`src/rtl/icache_responder.sv`:
```
// Direct-mapped, read-only instruction cache that fetches each missed word from the memory controller.
// Optional hit/miss counters are included when ICACHE_STATS_EN is defined.
module icache_responder #(
    parameter int SETS  = 16,
    parameter int IDX_W = 4,
    parameter int TAG_W = 26
) (
    input  logic        CLK,
    input  logic        RST,
    input  logic        imemREN,
    input  logic [31:0] imemaddr,
    output logic        ihit,
    output logic [31:0] imemload,
    output logic        iREN,
    output logic [31:0] iaddr,
    input  logic        iwait,
    input  logic [31:0] iload,
`ifdef ICACHE_STATS_EN
    output logic [31:0] hit_count,
    output logic [31:0] miss_count,
`endif
    input  logic        flush
);

    typedef enum logic {IDLE, FILL} state_t;

    state_t             state, next_state;
    logic [SETS-1:0]    valid_q;
    logic [TAG_W-1:0]   tag_q  [SETS];
    logic [31:0]        data_q [SETS];
    logic [31:0]        faddr;
    logic               fl_pend;

    logic [IDX_W-1:0]   idx, fidx;
    logic [TAG_W-1:0]   tag, ftag;
    logic               lookup_hit;
    logic               miss;
    logic               fill_done;
    logic               unused_lsb;

    assign idx        = imemaddr[IDX_W+1:2];
    assign tag        = imemaddr[31:IDX_W+2];
    assign fidx       = faddr[IDX_W+1:2];
    assign ftag       = faddr[31:IDX_W+2];
    assign lookup_hit = valid_q[idx] && (tag_q[idx] == tag);
    assign unused_lsb = ^imemaddr[1:0];

    always_ff @(posedge CLK) begin
        if (RST) begin
            state   <= IDLE;
            faddr   <= '0;
            valid_q <= '0;
            fl_pend <= 1'b0;
        end else begin
            state <= next_state;
            if (miss)
                faddr <= {imemaddr[31:2], 2'b00};
            // A flush seen at any point of a fill must keep that fill from allocating.
            if (flush)
                valid_q <= '0;
            else if (fill_done && !fl_pend)
                valid_q[fidx] <= 1'b1;
            if (fill_done)
                fl_pend <= 1'b0;
            else if (state == FILL && flush)
                fl_pend <= 1'b1;
        end
    end

    // Tag and data arrays are qualified by valid_q, so they carry no reset.
    always_ff @(posedge CLK) begin
        if (fill_done) begin
            tag_q[fidx]  <= ftag;
            data_q[fidx] <= iload;
        end
    end

    always_comb begin
        next_state = state;
        ihit       = 1'b0;
        imemload   = '0;
        iREN       = 1'b0;
        iaddr      = '0;
        miss       = 1'b0;
        fill_done  = 1'b0;
        case (state)
            IDLE: begin
                if (imemREN) begin
                    if (lookup_hit) begin
                        ihit     = 1'b1;
                        imemload = data_q[idx];
                    end else begin
                        miss       = 1'b1;
                        next_state = FILL;
                    end
                end
            end
            FILL: begin
                iREN  = 1'b1;
                iaddr = faddr;
                if (!iwait) begin
                    fill_done  = 1'b1;
                    next_state = IDLE;
                    if (imemREN && (imemaddr[31:2] == faddr[31:2]) && !flush && !fl_pend) begin
                        ihit     = 1'b1;
                        imemload = iload;
                    end
                end
            end
            default: next_state = IDLE;
        endcase
    end

`ifdef ICACHE_STATS_EN
    function automatic logic [31:0] sat_inc(input logic [31:0] v);
        return (v == 32'hFFFF_FFFF) ? v : v + 32'd1;
    endfunction

    always_ff @(posedge CLK) begin
        if (RST) begin
            hit_count  <= '0;
            miss_count <= '0;
        end else begin
            if (ihit)
                hit_count <= sat_inc(hit_count);
            if (miss)
                miss_count <= sat_inc(miss_count);
        end
    end
`endif

endmodule

```
`config.mk`:
```
export PLATFORM = sky130hd
export DESIGN_NAME = icache_responder
export DESIGN_NICKNAME = d
export VERILOG_FILES = /design/src/rtl/icache_responder.sv
export SDC_FILE = /design/constraint.sdc
export NUM_CORES = 1
export LEC_CHECK = 0
export BUFFER_PORTS_ARGS = -buffer_cell sky130_fd_sc_hd__buf_2
export CAP_MARGIN = 20
export CELL_PAD_IN_SITES_DETAIL_PLACEMENT = 1
export CELL_PAD_IN_SITES_GLOBAL_PLACEMENT = 2
export CORE_MARGIN = 8
export CORE_UTILIZATION = 40
export CTS_BUF_LIST = sky130_fd_sc_hd__clkbuf_16
export DETAILED_ROUTE_END_ITERATION = 8
export GPL_TIMING_DRIVEN = 0
export PLACE_DENSITY_LB_ADDON = 0.05
export SETUP_SLACK_MARGIN = 0.1
export SLEW_MARGIN = 15
export SYNTH_ARGS = -nofsm -noshare
export SYNTH_HDL_FRONTEND = slang
export SYNTH_SLANG_ARGS = --single-unit
```
`constraint.sdc`:
```
create_clock -name CLK -period 6.7 [get_ports CLK]
set_input_delay 0.335 -clock CLK [delete_from_list [all_inputs] [get_ports CLK]]
set_output_delay 0.335 -clock CLK [all_outputs]
set_load 0.03 [all_outputs]
```
; Word-level counts from Yosys, hierarchy flattened
; Memory sizes are Yosys's and may differ from the RTL's.
; Index checks and enable logic that the tools add are counted.
[classes]
addsub = 0
mul = 0
div = 0
n_lt_le_gt_ge = 3
n_eq_ne = 2
n_shift = 0
n_mux = 25
bitwise_logic = 2
n_reduce_logical = 11
[ops]
columns = operator, count
row1 = two-way mux 32 bit, 5
row2 = one-hot mux 32 bit (2 select lines), 1
row3 = == test 30 bit, 1
row4 = == test 26 bit, 1
row5 = OR 16 bit, 1
row6 = two-way mux 1 bit, 15
row7 = "< comparator 4 x 5 -> 1 bit, second input constant", 2
row8 = logical AND 1 bit, 7
row9 = binary-select mux 1 bit (select 4 bit), 1
row10 = demux 1 bit (select 4 bit), 1
row11 = "greater-or-equal comparator 4 x 1 -> 1 bit, second input constant", 1
row12 = one-hot mux 1 bit (2 select lines), 2
row13 = OR reduction 2 bit, 2
row14 = logical NOT 1 bit, 2
row15 = NOT 1 bit, 1
[totals]
reg_bits = 48
latchBits = 0
ramBits = 928
rom_bits = 0
in_bits = 69
output_inout_bits = 66
memories = 2
[memory_table]
columns = memory, depth, width, rd, rd_clocked_by_memory_dff, write_ports, line
row1 = data_q, 16, 32, 1, 0, 1, 30  ; logic [31:0] data_q [SETS];
row2 = tag_q, 16, 26, 1, 0, 1, 29  ; logic [TAG_W-1:0] tag_q [SETS];

; Longest topological paths before layout
[logic_depth]
depth_word = 7
mapped_depth = 13

; Worst setup path after synthesis
; OpenSTA, ideal clock, no wires.
[synth_timing]
kind = flip-flop to flip-flop
startpoint = register state
endpoint = memory data_q[3][0], enable pin
setup_time_ns = 0.545
arrival_time_ns = 5.072
t_required_ns = 6.155
slack_ns = 1.083
stages_incl_launch_ff = 4
synth_period_minus_slack_ns = 5.617
path_cell_list = dfxtp_1 -> nor2b_1 -> nand3_1 -> nor3_1
[synth_via]
elab_chain_len = 3
[synth_lines]
columns = element, line
row1 = from (decl), 27  ; state_t state, next_state;
row2 = from (signal assigned), 55  ; state <= next_state;
row3 = two-way mux 1 bit, 86  ; case (state)
row4 = two-way mux 1 bit, 72  ; if (fill_done) begin
row5 = two-way mux 1 bit (implied by the code), 74  ; data_q[fidx] <= iload;
row6 = to (decl), 30
; No other way between the ends.

; Worst setup path after layout
[layout_timing]
startpoint = input port imemaddr[5]
endpoint = output port imemload[26]
[layout_via]
elab_chain_len = 7
[layout_lines]
columns = element, line
row1 = from (decl), 11  ; input logic [31:0] imemaddr,
row2 = "parallel branches: the longest is 6 deep, another holds memory (16 x 26 bit)", --
row3 = one-hot mux 32 bit (2 select lines) *, 86
row4 = to (decl), 13  ; output logic [31:0] imemload,
; Mark *: on every way between the ends. The select of a mux whose other input is x is not followed.

==> impl.org <==
** Detailed routing
- In the routed design, unresolved DRC markers number 0.
- First drt pass iteration count :: 5
- Final WL :: approximately 120 mm
- Antenna viol nets, final :: 0
- Number of DRC violations after detailed-routing iteration 0 :: 1454
- Using the TritonRoute via totals, the vias-per-cell ratio works out to 5.643.
- In the final routed layout, each cell accounts on average for 32.46 um.
- Vias post-DR :: 20770

** Timing
- For the final database, setup skew stands at 19.82 ps.
- Setup violations remaining at the end of the flow were counted as 0.
- Setup repair after global routing missed its margin :: no
- Of the available clock period, the critical path in the final layout requires 81.21%.
- The worst path in the final design needs a cycle of around 5400 ps, including I/O delays and setup.
- For the pin with the worst max-slew slack, the measured transition is 1151 ps.
- The number of slew-limit violations in the final report was 0.
- The worst pin sits at a relative slew slack of 23.26%.
- Fmax achieved :: 183.8 MHz
- Hold violation count in the final report :: 0

** Die
- Core area :: 97700 um^2
- Die Height :: between 300 and 400 um
- Ports :: 135
- The die covers 108200 um^2.
- Effective utilization at floorplan :: about two fifths
- Row Count :: 115
- Width of the die :: 329.0 um

** Final layout
- In the final layout, the share of cells above drive strength 1 is a little under a third.
- Fraction of the core area covered by cells at the end of the flow :: 47.64%
- Number of filler cells placed in the layout :: 8961
- At the end of the flow, the number of nets in the layout was 2370.
- Compared with the post-synthesis result, the final layout area differs by 18.79%.

** Worst setup path
- Buffers and inverters on the worst path :: 6
- Flop-to-flop setup slack :: roughly 2600 ps
- Crit path kind :: input port to output pin
- Of all nets on the critical path, the largest fanout is 10.
- On the worst path, the slowest cell contributes a delay of slightly below 900 ps.
- Kind of start point of the critical path :: input port
- Required time of the critical path :: 6360 ps
- The cell family contributing the most delay on the critical path is buffers and inverters.
- The slowest stage of the critical path is the sky130_fd_sc_hd__clkbuf_1 cell.
- Most frequent cell on the critical path :: sky130_fd_sc_hd__clkbuf_1
- Crit path depth :: 11
- Data arrival time of the critical path :: between 5000 and 6000 ps
- Path depth of the worst reg2reg path :: 9
- Walking the worst path, the cells encountered are clkbuf_1 > inv_1 > clkbuf_1 > buf_1 > o21ai_0 > nor4_2 > o2111ai_2 > or4_4 > buf_6 > o21ai_2 > buf_2.
- Critical path capture point type :: output pin
- In this run the critical register-to-register path is launched from tag_q[10][4]$_DFFE_PP_.
- In this run the critical register-to-register path is captured at state$_SDFF_PP0_.

** Logic synthesis
- The synthesized netlist devotes under 10% of its cell area to compound gates.
- The synthesized design contains 928 enable-type register cells.
- Mapped cell area :: 39180 um^2
- By area, the combinational part of the netlist is dominated by multiplexers.
- In the synthesized netlist the dominant register cell turns out to be sky130_fd_sc_hd__edfxtp_1.
- The synthesized netlist devotes 1.364% of its cell area to XOR and XNOR gates.
- Count of cell types in the netlist :: 58
- Gate count of the mapped netlist :: 1967
- After synthesis, flip-flops and latches occupy roughly three quarters of the total area.
- Dividing the synthesized area by the synthesized cell count gives 19.92 um^2.
- The synthesized netlist devotes 3.328% of its cell area to simple gates.
- Post-synthesis register bit count :: approximately 1000
- Most instantiated library cell after synthesis :: sky130_fd_sc_hd__edfxtp_1
- Top-area cell type share of the netlist area :: 71.12%
- sky130_fd_sc_hd__edfxtp_1 takes more of the synthesized area than any other cell.
- Share of synthesized flip-flops with an asynchronous set or reset :: 0%
- Leading cell types by count after synthesis :: 928 x sky130_fd_sc_hd__edfxtp_1, 259 x sky130_fd_sc_hd__mux4_2, 78 x sky130_fd_sc_hd__nand2_1
- Synth area leaders :: sky130_fd_sc_hd__edfxtp_1 71%, sky130_fd_sc_hd__mux4_2 15%, sky130_fd_sc_hd__dfxtp_1 2.5%, sky130_fd_sc_hd__mux2i_1 1.4%, sky130_fd_sc_hd__xor2_1 1.0%
- For this run, the number of Yosys warnings is 0.
- Fraction of synthesized area in multiplexers :: 16.43%
- Adder-cell share of the synthesized area :: 0%

** Global routing
- Met1 routing resource usage after global routing :: 28.60%
- Entering global routing, the biggest net connects 20 pins.
- Number of global-route vias before repair :: 22700
- After global routing, the most crowded layer is met2.
- Met3 layer usage reported by global route :: a little over 3%
- Global routing consumed, over all layers together, 22.02% of the routing resources.
- The first global-routing pass estimated 169.3 mm of wire.
- Met2 global-route usage :: 39.21%
- Number of antenna violations at the first check in global routing :: 3
- Global-route congestion overflow total :: 0

** Clocking
- Clock tree synthesis selected as its root buffer the cell sky130_fd_sc_hd__clkbuf_16.
- After clock tree synthesis, the clock-pin slew on the worst setup and hold paths is 60 ps.
- Setup fix buffers added after clock tree synthesis :: 0
- In this run the deepest clock path goes through 3 buffers.
- TritonCTS clock tree :: yes
- Deepest level of the CTS H-tree :: 3
- TritonCTS created between 100 and 150 clock buffers.
- CTS sink count :: 976
- Post-cts repair resize count :: 0
- Clock Latency Late Sink :: 680 ps
- In this run, post-CTS hold repair placed 2 buffers.

** Hold path
- The worst hold path begins at iload[11].
- The tightest min-delay check is of the input port to flop type.
- Counting instances, the worst hold path has a depth of 1.
- For hold timing, the worst endpoint is data_q[4][11]$_DFFE_PP_.

** Placement
- DPL Wire Length :: just over 80 mm
- At the end of routability-driven placement, the weighted congestion stood at 0.7818.
- Port buffering added 123 buffers.

** Power and ir drop
- Largest vdd supply drop :: 0.0002198 V
- Total power for the finished layout comes to 0.01349 W.
- For this design the ratio of total power to cell area is 289.8 nW/um^2.
- For this design the static power due to leakage is around 16 nW.

** Status
- The run finished with clean final reports.

** Job
- Maximum capacitance violations :: 0
[worst max path at each step]
stage,start,endpoint
floorplan,state$_SDFF_PP0_,data_q[3][0]$_DFFE_PP_
global placement,faddr[2]$_SDFFE_PP0P_,data_q[1][2]$_DFFE_PP_
detailed placement,imemaddr[5],imemload[23]
CTS,imemaddr[5],imemload[23]
global route,imemaddr[5],imemload[0]
finish,imemaddr[5],imemload[26]
[cell usage in the layout, fill, tap and decap left out, types with 31 or more instances in the layout]
cell,netlist,layout
sky130_fd_sc_hd__nand2_1,78,78
sky130_fd_sc_hd__buf_2,25,149
sky130_fd_sc_hd__inv_1,35,50
sky130_fd_sc_hd__and2_1,31,31
sky130_fd_sc_hd__buf_4,7,43
sky130_fd_sc_hd__nor2_1,76,64
sky130_fd_sc_hd__dfxtp_1,48,48
sky130_fd_sc_hd__edfxtp_1,928,928
sky130_fd_sc_hd__mux2i_1,56,56
sky130_fd_sc_hd__clkbuf_16,0,112
sky130_fd_sc_hd__mux4_2,259,259
sky130_fd_sc_hd__a21oi_1,50,50
sky130_fd_sc_hd__o21ai_0,36,36
sky130_fd_sc_hd__clkbuf_1,66,64
sky130_fd_sc_hd__clkinv_1,1,33
sky130_fd_sc_hd__xor2_1,45,45
[flip-flops by register name, indices dropped and copies added (netlist names)]
name and cells:
data_q 512, faddr 30, fl_pend 1, state 1
tag_q 416, valid_q 16
[per-stage QoR]
step	setup WS [ps]	setup TNS, ps	cells	hold slack [ps]	instance area (um^2)
6_report	1259	0	3681	49.76	46540
4_1_cts	1214	0	3678	0.6518	46530
2_1_floorplan	1083	0	1968	404.1	39180
3_3_place_gp	-6643	-2755660	3378	443.3	41410
3_5_place_dp	1224	0	3474	463.0	43030
5_1_grt	1119	0	3679	34.43	46540
[cell type report]
class | instances | area (um^2) | area share [%]
antenna | 2 | 5.005 | 0.01075
buffer | 120 | 639.4 | 1.374
tap | 1287 | 1610 | 3.460
inverter | 37 | 138.9 | 0.2984
sequential | 976 | 28830 | 61.94
multi-input combinational | 835 | 9698 | 20.84
clock buffer | 112 | 2803 | 6.022
clock inverter | 90 | 674.4 | 1.449
timing repair buffer | 222 | 2147 | 4.613
[power by group]
group | internal [W] | switching [W] | leakage (nW) | total, W
Clock | 0.00339 | 0.00242 | 1.77 | 0.00581
Combinational | 0.000303 | 0.000481 | 4.93 | 0.000784
Sequential | 0.00678 | 0.000117 | 8.84 | 0.00689
[per-layer routing]
metal / wire (um) / vias up
met5: 13 / -
met4: 2381 / 2
met3: 4846 / 135
met2: 62030 / 477
met1: 50230 / 11390
li1: - / 8769
[kinds of logic (layout without fill, tap and decap cells)]
logic type      count (synthesis)  after routing
flops                         976            976
compound gates                184            184
simple gates                  269            269
other cells                     1              4
mux                           319            319
xor+xnor                       61             61
buf+inv                       157            581
Power figures use the tool's default switching activity.
